**src/rtl/sfu_sched_pkg.sv**
```systemverilog
// ----------------------------------------------------------------------------
// sfu_sched_pkg : FP16 operand classes, constants and flop macro for SFU scheduling
// Rev 1.0
// ----------------------------------------------------------------------------
`default_nettype none

`ifndef SFU_SCHED_FF_DEFINED
`define SFU_SCHED_FF_DEFINED
`define SFU_FF(q_, d_, rv_) \
  always_ff @(posedge clk_i or negedge rst_ni) begin \
    if (!rst_ni) q_ <= (rv_); \
    else         q_ <= (d_); \
  end
`endif

package sfu_sched_pkg;

  typedef enum logic [2:0] {
    NORMAL  = 3'd0,
    ZERO    = 3'd1,
    SUBNORM = 3'd2,
    INF     = 3'd3,
    NAN     = 3'd4
  } fp16_class_e;

  localparam logic [15:0] FP16_QNAN = 16'h7E00;
  localparam logic [15:0] FP16_ONE  = 16'h3C00;

  function automatic fp16_class_e fp16_classify(input logic [15:0] x);
    fp16_class_e c;
    c = NORMAL;
    if (x[14:10] == 5'h00)      c = (x[9:0] == 10'h0) ? ZERO : SUBNORM;
    else if (x[14:10] == 5'h1F) c = (x[9:0] == 10'h0) ? INF  : NAN;
    return c;
  endfunction

  // Reciprocal of a non-normal operand; subnormals flush to signed infinity.
  function automatic logic [15:0] fp16_special_result(input fp16_class_e c, input logic s);
    logic [15:0] r;
    case (c)
      ZERO, SUBNORM: r = {s, 5'h1F, 10'h000};
      INF:           r = {s, 15'h0000};
      default:       r = FP16_QNAN;
    endcase
    return r;
  endfunction

endpackage

`default_nettype wire

```
**src/rtl/rr_arbiter.sv**
```systemverilog
// ----------------------------------------------------------------------------
// rr_arbiter : round-robin arbiter, search starts at rr_q, pointer moves past winner
// Rev 1.0
// ----------------------------------------------------------------------------
`default_nettype none

module rr_arbiter
  import sfu_sched_pkg::*;
#(
  parameter  int NUM_REQ = 4,
  localparam int ID_W    = $clog2(NUM_REQ)
) (
  input  logic               clk_i,
  input  logic               rst_ni,
  input  logic [NUM_REQ-1:0] req_i,
  input  logic               en_i,
  output logic [NUM_REQ-1:0] gnt_o,
  output logic [ID_W-1:0]    idx_o,
  output logic               valid_o
);

  logic [ID_W-1:0] rr_q, rr_d;
  logic [ID_W:0]   cand;
  logic [ID_W:0]   nxt;

  always_comb begin
    gnt_o   = '0;
    idx_o   = '0;
    valid_o = 1'b0;
    cand    = '0;
    for (int k = 0; k < NUM_REQ; k++) begin
      cand = {1'b0, rr_q} + (ID_W+1)'(k);
      if (cand >= (ID_W+1)'(NUM_REQ)) cand = cand - (ID_W+1)'(NUM_REQ);
      if (en_i && !valid_o && req_i[cand[ID_W-1:0]]) begin
        valid_o = 1'b1;
        idx_o   = cand[ID_W-1:0];
      end
    end
    if (valid_o) gnt_o[idx_o] = 1'b1;
  end

  always_comb begin
    nxt = {1'b0, idx_o} + (ID_W+1)'(1);
    if (nxt >= (ID_W+1)'(NUM_REQ)) nxt = '0;
    rr_d = valid_o ? nxt[ID_W-1:0] : rr_q;
  end

  `SFU_FF(rr_q, rr_d, '0)

endmodule

`default_nettype wire

```
**src/rtl/fp16_recip_sched.sv**
```systemverilog
// ----------------------------------------------------------------------------
// fp16_recip_sched : shares one FP16 reciprocal datapath among NUM_REQ requesters
// Rev 1.0
// ----------------------------------------------------------------------------
`default_nettype none

module fp16_recip_sched
  import sfu_sched_pkg::*;
#(
  parameter  int NUM_REQ = 4,
  parameter  int TAG_W   = 4,
  localparam int ID_W    = $clog2(NUM_REQ)
) (
  input  logic                           clk_i,
  input  logic                           rst_ni,
  input  logic [NUM_REQ-1:0]             req_valid_i,
  output logic [NUM_REQ-1:0]             req_ready_o,
  input  logic [NUM_REQ-1:0][15:0]       req_operand_i,
  input  logic [NUM_REQ-1:0][TAG_W-1:0]  req_tag_i,
  output logic [15:0]                    dp_operand_o,
  input  logic [15:0]                    dp_result_i,
  output logic                           rsp_valid_o,
  input  logic                           rsp_ready_i,
  output logic [15:0]                    rsp_result_o,
  output logic [ID_W-1:0]                rsp_id_o,
  output logic [TAG_W-1:0]               rsp_tag_o,
  output logic                           rsp_special_o,
  output logic                           busy_o
);

  logic              s1_valid_q, s1_valid_d;
  logic [15:0]       s1_op_q, s1_op_d;
  logic [ID_W-1:0]   s1_id_q, s1_id_d;
  logic [TAG_W-1:0]  s1_tag_q, s1_tag_d;
  fp16_class_e       s1_cls_q, s1_cls_d;

  logic              s2_valid_q, s2_valid_d;
  logic [15:0]       s2_res_q, s2_res_d;
  logic [ID_W-1:0]   s2_id_q, s2_id_d;
  logic [TAG_W-1:0]  s2_tag_q, s2_tag_d;
  logic              s2_spec_q, s2_spec_d;

  logic              s2_load;
  logic              s1_en;
  logic              arb_valid;
  logic [ID_W-1:0]   arb_idx;

  assign s2_load = !s2_valid_q || rsp_ready_i;
  assign s1_en   = !s1_valid_q || s2_load;

  // Reset gates the grant so ready reads zero while rst_ni is held low.
  rr_arbiter #(.NUM_REQ(NUM_REQ)) u_arb (
    .clk_i   (clk_i),
    .rst_ni  (rst_ni),
    .req_i   (req_valid_i),
    .en_i    (rst_ni && s1_en),
    .gnt_o   (req_ready_o),
    .idx_o   (arb_idx),
    .valid_o (arb_valid)
  );

  always_comb begin
    s1_valid_d = s1_valid_q;
    s1_op_d    = s1_op_q;
    s1_id_d    = s1_id_q;
    s1_tag_d   = s1_tag_q;
    s1_cls_d   = s1_cls_q;
    if (s1_en) begin
      s1_valid_d = arb_valid;
      if (arb_valid) begin
        s1_op_d  = req_operand_i[arb_idx];
        s1_id_d  = arb_idx;
        s1_tag_d = req_tag_i[arb_idx];
        s1_cls_d = fp16_classify(req_operand_i[arb_idx]);
      end
    end
  end

  always_comb begin
    s2_valid_d = s2_valid_q;
    s2_res_d   = s2_res_q;
    s2_id_d    = s2_id_q;
    s2_tag_d   = s2_tag_q;
    s2_spec_d  = s2_spec_q;
    if (s2_load) begin
      s2_valid_d = s1_valid_q;
      if (s1_valid_q) begin
        s2_res_d  = (s1_cls_q == NORMAL) ? dp_result_i
                                         : fp16_special_result(s1_cls_q, s1_op_q[15]);
        s2_id_d   = s1_id_q;
        s2_tag_d  = s1_tag_q;
        s2_spec_d = (s1_cls_q != NORMAL);
      end
    end
  end

  `SFU_FF(s1_valid_q, s1_valid_d, 1'b0)
  `SFU_FF(s1_op_q,    s1_op_d,    16'h0000)
  `SFU_FF(s1_id_q,    s1_id_d,    '0)
  `SFU_FF(s1_tag_q,   s1_tag_d,   '0)
  `SFU_FF(s1_cls_q,   s1_cls_d,   NORMAL)
  `SFU_FF(s2_valid_q, s2_valid_d, 1'b0)
  `SFU_FF(s2_res_q,   s2_res_d,   16'h0000)
  `SFU_FF(s2_id_q,    s2_id_d,    '0)
  `SFU_FF(s2_tag_q,   s2_tag_d,   '0)
  `SFU_FF(s2_spec_q,  s2_spec_d,  1'b0)

  assign dp_operand_o  = s1_valid_q ? s1_op_q : FP16_ONE;
  assign rsp_valid_o   = s2_valid_q;
  assign rsp_result_o  = s2_res_q;
  assign rsp_id_o      = s2_id_q;
  assign rsp_tag_o     = s2_tag_q;
  assign rsp_special_o = s2_spec_q;
  assign busy_o        = s1_valid_q | s2_valid_q;

endmodule

`default_nettype wire

```
**config.mk**
```make
export PLATFORM = sky130hd
export DESIGN_NAME = fp16_recip_sched
export DESIGN_NICKNAME = d
export VERILOG_FILES = /design/src/rtl/sfu_sched_pkg.sv /design/src/rtl/rr_arbiter.sv /design/src/rtl/fp16_recip_sched.sv
export SDC_FILE = /design/constraint.sdc
export NUM_CORES = 1
export LEC_CHECK = 0
export CORE_ASPECT_RATIO = 1.1
export CORE_MARGIN = 1
export CORE_UTILIZATION = 42
export CTS_BUF_LIST = sky130_fd_sc_hd__clkbuf_8
export DETAILED_ROUTE_END_ITERATION = 6
export GPL_TIMING_DRIVEN = 0
export PLACE_DENSITY = 0.92
export SYNTH_ARGS = -nofsm -noshare
export SYNTH_HDL_FRONTEND = slang
export SYNTH_HIERARCHICAL = 1
export SYNTH_SLANG_ARGS = --single-unit
```
**constraint.sdc**
```tcl
create_clock -name clk_i -period 4.3 [get_ports clk_i]
set_clock_uncertainty 0.2 [all_clocks]
set_input_delay 0.645 -clock clk_i [delete_from_list [all_inputs] [get_ports clk_i]]
set_output_delay 0.645 -clock clk_i [all_outputs]
set_load 0.005 [all_outputs]
```
# == After elaboration in Yosys (flattened, before gate mapping) ==
# Index checks and enable logic that the tools add are counted.
# op_classes
addsub,8
n_lt_le_gt_ge,11
eq_ne,4
n_mux,35
n_bitwise,1
reduce_logical,23
# ops
cell,n
2-to-1 mux 16 bit,3
binary-select mux 16 bit (select 2 bit),1
case mux 16 bit (2 select lines),1
2-to-1 mux 2 bit,10
"less-than comparator 2 x 3 -> 1 bit, second input constant",5
"greater-or-equal comparator 3 bit, second input constant",4
zero test 10 bit,1
logical AND 1 bit,9
2-to-1 mux 1 bit,9
2-to-1 mux 3 bit,3
binary-select mux 1 bit (select 2 bit),4
binary-select mux 4 bit (select 2 bit),1
2-to-1 mux 4 bit,2
"subtractor 2 x 1 -> 2 bit, second input constant",4
"adder 2 x 1 -> 3 bit, second input constant",2
"adder 2 x 2 -> 3 bit, second input constant",2
"== test 3 x 2 -> 1 bit, second input constant",2
"== test 5 bit, second input constant",1
zero test 1 bit,5
zero test 5 bit,1
AND reduction 2 bit,2
"== test 3 x 1 -> 1 bit, second input constant",1
"greater-or-equal comparator 2 x 3 -> 1 bit, second input constant",1
zero test 3 bit,1
other kinds (6),7
# totals
ff_bits,52
in_bits,103
out_inout_bits,45
word_cells,93

# == Logic depth before layout (Yosys ltp) ==
# logic_depth
depth_word,24
depth_mapped,12
ltp_nobuf,10

# == Hierarchy ==
# Netlist, hierarchy kept.
# by_module_without_submodules
module,n_inst,cells_per_inst,area_each_um2,seq_area_each_um2
fp16_recip_sched,1,200,2645.0,1251.2
rr_arbiter,1,51,392.9,50.0

# == Least setup slack after synthesis ==
# Ideal clock, no wire load.
# synth_path
path_kind,input-to-reg
start,in rsp_ready_i
end,reg s1_cls_q[2]
setup_time_ps,122
arrival_ps,3208
t_required_ps,3978
slack_ps,770
path_stages,12
n_path_buf,2
path_cell_list,nand3b_1 > and2_1 > nand3_1 > a21oi_1 > o21ai_0 > o311a_1 > buf_6 > buf_6 > mux4_1 > nor4_1 > nand3_1 > a32o_1
# synth_via
elab_chain_cells,23
word_cells_on_any_way,30
classes_between,eq/ne: 1; mux: 13; reduce/logical: 16
# synth_lines
element,line,text
"start, declared",fp16_recip_sched.sv:23,"input logic rsp_ready_i,"
logical OR 1 bit (*),fp16_recip_sched.sv:48,assign s2_load = !s2_valid_q || rsp_ready_i;
logical OR 1 bit (*),fp16_recip_sched.sv:49,assign s1_en = !s1_valid_q || s2_load;
logical AND 1 bit (*),fp16_recip_sched.sv:56,".en_i (rst_ni && s1_en),"
logical AND 1 bit,rr_arbiter.sv:34,if (en_i && !valid_o && req_i[cand[ID_W-1:0]]) begin
2-to-1 mux 1 bit,rr_arbiter.sv:34,
zero test 1 bit,rr_arbiter.sv:34,
logical AND 1 bit (2 in a row),rr_arbiter.sv:34,
2-to-1 mux 1 bit,rr_arbiter.sv:34,
(+5 left out),n/a,
logical AND 1 bit (2 in a row),rr_arbiter.sv:34,
2-to-1 mux 2 bit (*),rr_arbiter.sv:34,
via arb_idx[0],fp16_recip_sched.sv:46,logic [ID_W-1:0] arb_idx;
binary-select mux 16 bit (select 2 bit) (*),fp16_recip_sched.sv:74,s1_cls_d = fp16_classify(req_operand_i[arb_idx]);
2-to-1 mux 16 bit (not written as such) (*),fp16_recip_sched.sv:74,
zero test 10 bit,sfu_sched_pkg.sv:33,else if (x[14:10] == 5'h1F) c = (x[9:0] == 10'h0) ? INF : NAN;
2-to-1 mux 3 bit (2 in a row),sfu_sched_pkg.sv:33,
2-to-1 mux 3 bit (*),sfu_sched_pkg.sv:32,if (x[14:10] == 5'h00) c = (x[9:0] == 10'h0) ? ZERO : SUBNORM;
"end, declared",fp16_recip_sched.sv:35,"fp16_class_e s1_cls_q, s1_cls_d;"
# Mark *: on every way through the listed nets, which the timed path passes. The rest lies on a longest branch. The select of a mux whose other input is x is not followed.
# A chain may end at the register's enable or synchronous reset.

# == Worst setup path after layout ==
# Same ends and word-level chain as after synthesis.

==> run summary <==
status - finished clean
global-route wire length before repair - 12,700 um
gpl congestion - 0.792
critical path arrival - 4.18 ns
VDD IR-drop max - 0.295 mV
n_diodes - 0
CTS tree - built
Main synth FF type - dfrtp_1
Placed Instances - 482
Top Ports - 148
Post-Syn Instances - 251
critical path class - in2reg
Avg Cell Area, Syn - 12.1 um^2
non-filler instance count after layout - 493
setup tns final - 0 ns
nets@finish - 514
post-synth cell types - 46
Fillers - 533
vias in the first global route - 2,747
DRT antenna net count - 0
Max-slew headroom - 56.2%
Worst-path clk slew - 0.09 ns
TritonRoute pass-1 iters - 4
number of max-cap violations - 0
Area contributors post-synth - dfrtp_1 (43%), mux4_1 (16%), mux2_2 (8.2%), and2_1 (3.7%), nand2_1 (3.3%)
Final Cycle Share - 97.6%
Async S/R FF share, synth - 100%
synth-to-layout area growth - 56.1%
register bit total from synthesis - 52
Routed Wire Length - 7970 um
synthesized area - 3040 um^2
Startpoint Class - input pin
Core Area - 7010 um^2
CP endpoint kind - flip-flop
Yosys top cell area share - 42.8%
Final Hold Viols - 0
wire per inst - 16.2 um
Iteration-0 DRC Markers - 48
Hold WS - 0.145 ns
Final Setup Violations - 0
syn_nets - 358
reg2reg setup slack - 0.54 ns
sequential-to-total area share from yosys stat - 42.8%
Die Span Y - 91.2 um
Die W - 83.1 um
Final HPWL DP - 6390 um
Sinks on Clock Net - 52
initial antenna violation count - 0
fmax - 238 MHz
Final Cell Area - 4740 um^2
DIE AREA - 7580 um^2
Hold Crit Class - in2async
Via density - 5.44
Cell Rows - 32
CTS root buffer - clkbuf_8
leading area contributor after synthesis - dfrtp_1
largest net degree at the start of global routing - 29
DR vias - 2,681
Remaining DRCs - 0
share of layout cells above drive strength 1 - 12.5%
area post-placement - 4610 um^2
Worst Path Required - 4.28 ns
starting density of the core - 43.4%
all-layer global routing usage - 20.8%
number of buffers created by CTS - 5
Post-synth EDFFs - 0
PD cells - 435 nW/um^2
worst-skew pair later-pin latency - 0.29 ns
minimum clock period - 4.20 ns
grt total ovfl - 0
Max Root-Sink Buffers - 2
Least-Margin Pin Slew - 0.656 ns
buffers added on ports - 145
fin. max-slew vios - 0
H-tree Lvls - 2
leakage - 0.00197 uW
Synth warnings - 6
worst-path fanout max - 10
cells in the mapped netlist (3+ instances only):
cell type and count:
nand3_1 3, a22o_1 10, nand2_1 27, ha_1 4, o21ai_0 14, a2bb2oi_1 3, clkbuf_1 5, mux4_1 19
nand2b_1 8, dfrtp_1 52, buf_4 3, mux2_2 22, and2_1 18, nor2_1 13, buf_1 3, a21oi_1 8
placed cells by master (no fill, tap or decap), drive strengths merged, types with 2 or more instances in the layout:
master and instances:
nor4 2, mux2 22, nand2b 8, nor3 2, clkbuf 11, a21oi 8, nor3b 2, mux4 20
clkdlybuf4s50 144, or2 2, dfrtp 52, nor2b 2, or4 2, inv 2, o21ai 14, a2bb2oi 3
buf 15, nand3 3, nand2 28, and3 2, and2 18, nor2 13, ha 4, a22o 10
nand3b 2
logic make-up (layout without fill, tap and decap cells):
kind of cell,Yosys count,in the layout,synth area share (%)
muxes,43,43,25.7
AOI/OAI and AO/OA,43,43,9.72
adders and majority gates,4,4,1.65
DFF,52,52,42.8
and+or+nand+nor,92,92,16.8
buffers and inverters,17,174,3.38
per-layer routing:
metal	vias up	track usage (%)	share of wire, %
met1	1292	23.6	38
met5	-	0	0
met2	122	40.2	56
met3	10	3.91	5.6
li1	1257	-	-
met4	0	4.45	1.0
layout make-up:
cell class | count | area [um^2] | share of cell area (%)
Inverter | 1 | 3.75 | 0.0792
Multi-Input combinational cell | 182 | 1630 | 34.5
Tap cell | 85 | 106 | 2.24
Clock buffer | 5 | 68.8 | 1.45
Clock inverter | 3 | 38.8 | 0.818
Sequential cell | 52 | 1300 | 27.4
Buffer | 16 | 98.8 | 2.08
Timing Repair Buffer | 149 | 1490 | 31.4
final timing paths:
path                                    startpoint                        to  cells past startpoint
max                                    rsp_ready_i   s1_cls_q[2]$_DFFE_PN0P_                     13
min in group clk_i         s1_tag_q[0]$_DFFE_PN0P_  rsp_tag_o[0]$_DFFE_PN0P_                      2
max in group asynchronous                   rst_ni   s1_cls_q[1]$_DFFE_PN0P_                      2
min reg2reg                s1_tag_q[0]$_DFFE_PN0P_  rsp_tag_o[0]$_DFFE_PN0P_                      2
max reg2reg                rsp_valid_o$_DFFE_PN0P_   s1_cls_q[2]$_DFFE_PN0P_                     12
min                                         rst_ni  rsp_tag_o[0]$_DFFE_PN0P_                      1
flip-flops by register name (all words and copies together), names as in the netlist:
name           flops
rsp_tag_o          4
rsp_valid_o        1
s1_id_q            2
u_arb/rr_q         2
s1_op_q           16
rsp_special_o      1
s1_valid_q         1
s1_cls_q           3
s1_tag_q           4
rsp_id_o           2
rsp_result_o      16
power by group:
| group | switching, uW | internal (uW) | total, uW |
|---|---|---|---|
| clock network | 151 | 170 | 322 |
| logic | 356 | 613 | 969 |
| registers | 101 | 671 | 772 |
| total | 609 | 1450 | 2060 |
worst max-delay path, stage by stage:
cell	delay (ns)
clkdlybuf4s50_1	0.41
nand3b_1	0.27
and2_1	0.31
nand3_1	0.11
a21oi_1	0.06
o21ai_0	0.24
o311a_1	0.33
buf_6	0.20
buf_6	0.18
mux4_1	0.61
nor4_1	0.26
nand3_1	0.23
a32o_1	0.31
through the flow:
step / total power (uW) / setup slack (ns) / utilization (%)
floorplan: 1260 / 0.770 / -
global placement: 1690 / -1.67 / 65.6
detailed placement: 1740 / -0.205 / 65.8
CTS: 2070 / 0.0983 / 67.3
global route: 2200 / -0.0301 / 67.7
finish: 2060 / 0.101 / 67.7
timing repair:
action | CTS | global route
buffers inserted | 0 | 3
setup endpoints to repair | 0 | 6
gates resized for setup | 0 | 1
hold buffers | 0 | 0
(Power assumes the default switching activity.)
